<file path="config.mk">
export PLATFORM = sky130hd
export DESIGN_NAME = deserializer_fifo_top
export DESIGN_NICKNAME = d
export VERILOG_FILES = /design/src/rtl/deserializer_fifo_top.sv
export SDC_FILE = /design/constraint.sdc
export NUM_CORES = 1
export LEC_CHECK = 0
export CAP_MARGIN = 5
export CORE_MARGIN = 2
export CORE_UTILIZATION = 33
export DETAILED_ROUTE_END_ITERATION = 16
export PLACE_DENSITY = 0.58
export RECOVER_POWER = 25
export SLEW_MARGIN = 10
export SYNTH_ARGS = -nofsm -noshare
export SYNTH_HDL_FRONTEND = slang
export SYNTH_SLANG_ARGS = --single-unit
export TNS_END_PERCENT = 20
</file>
<file path="constraint.sdc">
create_clock -name clock_1M -period 5.8 [get_ports clock_1M]
set_clock_uncertainty 0.1 [all_clocks]
set_input_delay 1.16 -clock clock_1M [delete_from_list [all_inputs] [get_ports clock_1M]]
set_output_delay 1.16 -clock clock_1M [all_outputs]
set_load 0.05 [all_outputs]
</file>
<file path="src/rtl/deserializer_fifo_top.sv">
// Serial-to-parallel receiver feeding a DEPTH-entry byte queue, single 1 MHz domain.
// Build option: DESER_LSB_FIRST_EN selects LSB-first bit assembly (default MSB-first).
module deserializer_fifo_top #(
  parameter int unsigned FAST_DIV = 10,
  parameter int unsigned SLOW_DIV = 100,
  parameter int unsigned DEPTH    = 8
) (
  input  logic       clock_1M,
  input  logic       reset,
  input  logic       data_in,
  input  logic       write_in,
  input  logic       deq_in,
  output logic [7:0] data_out,
  output logic [3:0] len_out,
  output logic       status_out
);

  localparam int unsigned FW = (FAST_DIV > 1) ? $clog2(FAST_DIV) : 1;
  localparam int unsigned SW = (SLOW_DIV > 1) ? $clog2(SLOW_DIV) : 1;
  localparam int unsigned PW = (DEPTH > 1) ? $clog2(DEPTH) : 1;
  localparam int unsigned CW = 4;

  logic [FW-1:0] fast_cnt_q, fast_cnt_d;
  logic [SW-1:0] slow_cnt_q, slow_cnt_d;
  logic [7:0]    shreg_q, shreg_d;
  logic [2:0]    bit_cnt_q, bit_cnt_d;
  logic [7:0]    pend_byte_q, pend_byte_d;
  logic          pending_q, pending_d;
  logic [7:0]    mem_q [DEPTH];
  logic [7:0]    mem_d [DEPTH];
  logic [PW-1:0] rd_ptr_q, rd_ptr_d;
  logic [PW-1:0] wr_ptr_q, wr_ptr_d;
  logic [CW-1:0] count_q, count_d;
  logic [7:0]    head_q, head_d;
  logic          status_q, status_d;

  logic fast_tick, slow_tick, full, push, pop;

  function automatic logic [PW-1:0] ptr_inc(input logic [PW-1:0] p);
    return (p == PW'(DEPTH - 1)) ? '0 : p + PW'(1);
  endfunction

  assign fast_tick = (fast_cnt_q == FW'(FAST_DIV - 1));
  assign slow_tick = (slow_cnt_q == SW'(SLOW_DIV - 1));
  assign full      = (count_q == CW'(DEPTH));
  assign pop       = slow_tick && deq_in && (count_q != '0);
  assign push      = slow_tick && pending_q && (!full || pop);

  // Next-state: tick dividers, bit assembly, queue push/pop and registered outputs
  always_comb begin
    fast_cnt_d  = fast_tick ? '0 : fast_cnt_q + FW'(1);
    slow_cnt_d  = slow_tick ? '0 : slow_cnt_q + SW'(1);
    shreg_d     = shreg_q;
    bit_cnt_d   = bit_cnt_q;
    pend_byte_d = pend_byte_q;
    pending_d   = pending_q;
    mem_d       = mem_q;
    rd_ptr_d    = rd_ptr_q;
    wr_ptr_d    = wr_ptr_q;
    count_d     = count_q;
    head_d      = head_q;
    status_d    = status_q;

    // A pending byte blocks capture, so stalled bits are dropped outright
    if (fast_tick && write_in && !pending_q) begin
`ifdef DESER_LSB_FIRST_EN
      shreg_d = {data_in, shreg_q[7:1]};
`else
      shreg_d = {shreg_q[6:0], data_in};
`endif
      bit_cnt_d = bit_cnt_q + 3'd1;
      if (bit_cnt_q == 3'd7) begin
        pend_byte_d = shreg_d;
        pending_d   = 1'b1;
      end
    end

    if (push) begin
      mem_d[wr_ptr_q] = pend_byte_q;
      wr_ptr_d        = ptr_inc(wr_ptr_q);
      pending_d       = 1'b0;
    end
    if (pop) begin
      rd_ptr_d = ptr_inc(rd_ptr_q);
    end
    if (push && !pop) begin
      count_d = count_q + CW'(1);
    end else if (pop && !push) begin
      count_d = count_q - CW'(1);
    end

    head_d   = (count_d == '0) ? 8'h00 : mem_d[rd_ptr_d];
    status_d = pending_d && (count_d == CW'(DEPTH));
  end

  always_ff @(posedge clock_1M) begin
    if (reset) begin
      fast_cnt_q  <= '0;
      slow_cnt_q  <= '0;
      shreg_q     <= '0;
      bit_cnt_q   <= '0;
      pend_byte_q <= '0;
      pending_q   <= 1'b0;
      for (int i = 0; i < int'(DEPTH); i++) mem_q[i] <= '0;
      rd_ptr_q    <= '0;
      wr_ptr_q    <= '0;
      count_q     <= '0;
      head_q      <= '0;
      status_q    <= 1'b0;
    end else begin
      fast_cnt_q  <= fast_cnt_d;
      slow_cnt_q  <= slow_cnt_d;
      shreg_q     <= shreg_d;
      bit_cnt_q   <= bit_cnt_d;
      pend_byte_q <= pend_byte_d;
      pending_q   <= pending_d;
      mem_q       <= mem_d;
      rd_ptr_q    <= rd_ptr_d;
      wr_ptr_q    <= wr_ptr_d;
      count_q     <= count_d;
      head_q      <= head_d;
      status_q    <= status_d;
    end
  end

  assign data_out   = head_q;
  assign len_out    = count_q;
  assign status_out = status_q;

endmodule

</file>
Yosys cells after proc, flatten, opt, wreduce, memory -nomap -nowiden
Cells that the tools add are included.
{ "word_totals": {"ff_bits": 113, "in_bits": 5, "output_inout_bits": 13, "word_cells": 74} }
{ "op_classes": {"addsub": 7, "magnitude_cmp": 3, "n_eq_ne": 7, "mux": 15, "bitwise_logic": 2, "n_reduce_logical": 21} }
{ "ops": {"columns": ["operator", "count"], "rows": [
  ["$bwmux W64", 1],
  ["$mux W64", 1],
  ["$bmux W8 S3", 1],
  ["$demux W8 S3", 1],
  ["$mux W8", 3],
  ["$eq A4 B4 Y1 const B", 3],
  ["$logic_and A1 B1 Y1", 10],
  ["$add A3 B1 Y3 const B", 3],
  ["$eq A3 B3 Y1 const B", 3],
  ["$mux W3", 3],
  ["$add A4 B1 Y4 const B", 2],
  ["$ge A4 B4 Y1 const B", 2],
  ["$mux W4", 2],
  ["$not A3 Y4", 2],
  ["$add A7 B1 Y7 const B", 1],
  ["$eq A7 B7 Y1 const B", 1],
  ["$reduce_or A2 Y1", 3],
  ["$logic_not A1 Y1", 4],
  ["$logic_not A4 Y1", 1],
  ["$lt A4 B1 Y1 const B", 1],
  ["$reduce_bool A4 Y1", 1],
  ["$sub A4 B1 Y4 const B", 1],
  ["$mux W1", 3],
  ["$reduce_and A2 Y1", 1],
  ["$logic_or A1 B1 Y1", 1]
]} }

Depth between registers and ports, before layout
{ "depth": {"ltp_word": 11, "depth_mapped": 11, "depth_no_buf": 9} }

Worst setup path before layout
Ideal clock, no wire load.
{ "synth_path": {"path_type": "in2reg", "start": "in deq_in", "end": "reg head_q[7], in the netlist data_out[7]", "setup_ns": 0.125, "arrival_time_ns": 2.709, "required_ns": 5.575, "path_slack_ns": 2.866, "path_stages": 9, "n_path_buf": 2, "cell_sequence": "and4bb_2 > and4bb_1 > buf_2 > nand4b_1 > buf_2 > mux2i_1 > nand2_1 > a32oi_1 > a31oi_1"} }
{ "synth_via": {"elab_chain_len": 10, "word_cells_on_any_way": 18, "cone_classes": "7 x mux; 1 x bitwise; 10 x reduce/logical"} }
{ "synth_rtl": {"columns": ["element", "line", "source"], "rows": [
  ["start: declaration", "12", "input logic deq_in,"],
  ["$logic_and A1 B1 Y1 (*) (2 in series)", "46", "assign pop = slow_tick && deq_in && (count_q != '0);"],
  ["$logic_or A1 B1 Y1", "47", "assign push = slow_tick && pending_q && (!full || pop);"],
  ["$logic_and A1 B1 Y1", "47", null],
  ["$logic_not A1 Y1", "88", "end else if (pop && !push) begin"],
  ["$logic_and A1 B1 Y1", "88", null],
  ["$mux W4", "88", null],
  ["$mux W4", "86", "if (push && !pop) begin"],
  ["$logic_not A4 Y1", "92", "head_d = (count_d == '0) ? 8'h00 : mem_d[rd_ptr_d];"],
  ["$reduce_or A2 Y1 (no source line)", null, null],
  ["end signal: assignment", "108", "head_q <= '0;"],
  ["end signal: assignment", "121", "head_q <= head_d;"],
  ["end: declaration", "34", "logic [7:0] head_q, head_d;"]
]} }
Mark *: on every way between the ends. The rest lies on a longest branch, timed or not. The select of a mux whose other input is x is not followed.
A chain may end at the register's enable or synchronous reset.

Worst setup path after layout
{ "layout_path": {"start": "in deq_in", "end": "reg head_q[0], in the netlist data_out[0]"} }
Same word-level chain as after synthesis.

==> qor.txt <==
WS Path Type - in -> reg
Worst-path clk slew - 50 ps
Synthesis-stage register bit count - 113
Remaining Overflow, GRT - 0
DRT antenna net count - 0
Slew HR - -43.7%
Core ar. - 0.0145 mm^2
CTS Buf Count - 17
GRT Total Usage - 14.6%
Routed vias - 3652
Internal power - 1.45 mW
Clock network power share - 55.4%
Placed wire-length estimate - 6.99 mm
CP arrival - 4090 ps
Clock buffer depth - 2
Crit path required time - 6030 ps
Synth Area in XOR/XNOR - 1.79%
Main combinational cell family by area after synthesis - simple AND/OR/NAND/NOR gates
Synthesized instance count - 534
Hold_buf cts - 0
Setup-failing EPs final - 0
Ant diodes - 0
RSZ-0062 raised after global routing - no
Min-delay worst type - reg -> reg
Switch share - 20.0%
I/O pin total - 18
Reg power frac - 43.3%
Status - complete, but fails checks
Cell taking the most area after synthesis - dfxtp_1
DP Cell Count - 703
RD Place Congestion - 0.784
Setup TNS - 0 ps
Flop2flop setup slack - 2350 ps
Post-route DRC - 0
Layout Cells excl Fill - 734
Detailed Route Iter0 Violations - 242
Max Clock Freq - 259 MHz
Area contributors post-synth - dfxtp_1, mux2i_1, nor2_1
Synth Flop Type - dfxtp_1
Layout cell share with drive strength beyond 1 - 7.27%
Clock Latency Late Sink - 410 ps
Setup bufs post-CTS - 0
Pwr/cell area - 315 mW/mm^2
Sequential area share after synthesis - 46.3%
Worst-Margin Slew - 2160 ps
Ys Warns - 0
Worst setup EP type - register
Avg Inst Size Synth - 9.16 um^2
Adder-Cell Fraction of Synth Area - 2.81%
Max-cap violations - 1
NetSw - 0.362 mW
Post-Syn Nets - 550
Initial Util - 33.8%
# clock sinks - 113
Final hold vios - 0
DRT Wirelength - 11.0 mm
Die span in x - 126 um
Clock root buffer - clkbuf_16
First-pass GRT wire length - 18.0 mm
CTS tree - done
Die Y - 126 um
Crit Path Max Fanout - 32
Initial antenna violation count - 0
Fraction of registers with async set/reset - 0%
Violated checks - capacitance limit, slew limit
Startpoint types - primary input
CTS-repair resized insts - 0
Number of global-route vias before repair - 3509
IO buf count - 17
Reg2Reg Depth - 9
Die ar. - 0.0158 mm^2
Largest net degree at the start of global routing - 106
Drt first pass iters - 4
Post-layout min period - 3860 ps
Post-synthesis mux area share - 18.9%
Final nets - 554
Count of cell types in the netlist - 42
Synth Cell Area - 0.00489 mm^2
Synth Area in Simple Gates - 22.1%
Leak - 2.46 nW
Hold path cells - 1
WL per Instance - 15.0 um
Share of the synthesized area in the top cell type - 46.3%
Slew Viols, Final - 106
Cell Rows - 44
IR drop worst, VDD - 219 uV
Combinational share of power - 1.3%
Synth-to-Final Area Change - 17.6%
Vias/cell - 4.98
H-tree depth - 4
Fin crit share - 66.6%
Synth Area in Compound Gates - 5.02%
EDFF count, synth - 0
-- through the flow --
step                      hold slack [ps]  total power [mW]  worst slack, ps  cell area [um^2]  utilization, %
after detailed placement              381             0.824             1560              5170            35.7
after global placement                371             0.823             1710              5170            35.7
after floorplan                       355             0.817             2870              4890               -
after global routing                  398              1.88             1750              5750            39.7
after CTS                             389              1.83             2000              5750            39.7
final                                 386              1.81             1940              5750            39.7
-- area by class of cell --
class | count | area, um^2
clock buffers | 22 | 474
clock inverters | 9 | 108
fillers | 1441 | 8730
inverters | 4 | 15.0
multi-input cells | 382 | 2470
flip-flops and latches | 113 | 2260
well taps | 184 | 230
repair buffers | 20 | 188
-- flip-flops by register name, summed over array words and instances, names as in the netlist --
signal,cells
bit_cnt_q,3
data_out,8
fast_cnt_q,4
len_out,4
mem_q,64
pend_byte_q,8
pending_q,1
rd_ptr_q,3
shreg_q,7
slow_cnt_q,7
status_out,1
wr_ptr_q,3
-- power groups by stage --
stage          Sequential [mW]  Clock [mW]  Combinational (mW)
4_1_cts                  0.784        1.03              0.0236
5_1_grt                  0.784        1.06              0.0263
3_3_place_gp             0.800           0              0.0226
6_report                 0.785        1.00              0.0231
3_5_place_dp             0.801           0              0.0237
2_1_floorplan            0.800           0              0.0173
-- routing by layer --
| layer | global-route usage [%] | vias up | wire length (um) |
|---|---|---|---|
| met2 | 23.1 | 59 | 5150 |
| li1 | - | 1838 | - |
| met3 | 4.08 | 16 | 350 |
| met5 | 0 | - | 0 |
| met1 | 18.8 | 1739 | 5350 |
| met4 | 5.95 | 0 | 185 |
-- cells in the final DEF, fill, tap and decap left out, types with 3 or more instances in the layout --
| master | instances |
|---|---|
| clkdlybuf4s50_1 | 15 |
| clkbuf_8 | 3 |
| a32oi_1 | 8 |
| nand2b_1 | 3 |
| inv_1 | 4 |
| ha_1 | 11 |
| nand3_1 | 24 |
| nand3b_1 | 4 |
| clkbuf_16 | 17 |
| xnor2_1 | 7 |
| nor3_1 | 12 |
| nand2_1 | 66 |
| mux2i_1 | 91 |
| nor2b_1 | 5 |
| nor2_1 | 97 |
| nor3b_1 | 4 |
| nand4_1 | 3 |
| dfxtp_1 | 113 |
| a31oi_1 | 9 |
| a21oi_1 | 9 |
| clkinvlp_4 | 5 |
| o21ai_1 | 4 |
| xor2_1 | 3 |
| buf_4 | 3 |
-- kinds of logic (layout without fill, tap and decap cells) --
family | Yosys count | in the layout
and+or+nand+nor | 232 | 232
DFF | 113 | 113
muxes | 92 | 92
buffers and inverters | 39 | 55
AOI/OAI and AO/OA | 37 | 37
adders and majority gates | 11 | 11
xor gates and xnor gates | 10 | 10
-- final timing paths --
check	startpoint	end
min reg2reg	slow_cnt_q[0]$_SDFF_PP0_	slow_cnt_q[0]$_SDFF_PP0_
max	deq_in	data_out[0]$_SDFF_PP0_
max reg2reg	len_out[0]$_SDFF_PP0_	data_out[0]$_SDFF_PP0_
min	slow_cnt_q[0]$_SDFF_PP0_	slow_cnt_q[0]$_SDFF_PP0_
-- synthesized netlist by cell type (all sizes together) (2+ instances only) --
cell      n
a21oi     9
a31oi     9
a32oi     8
and4bb    2
buf       8
clkbuf   27
dfxtp   113
ha       11
inv       4
mux2i    91
nand2    66
nand2b    3
nand3    26
nand3b    4
nand4     4
nand4b    2
nor2     97
nor2b     5
nor3     12
nor3b     4
o21ai     5
xnor2     7
xor2      3
-- worst max-delay path: stages --
cell	delay (ps)
clkdlybuf4s50_1	590
nand4b_1	420
nor3_1	340
a21o_1	960
mux2i_1	280
a32oi_1	80
a31oi_1	240
Power figures use the tool's default switching activity.
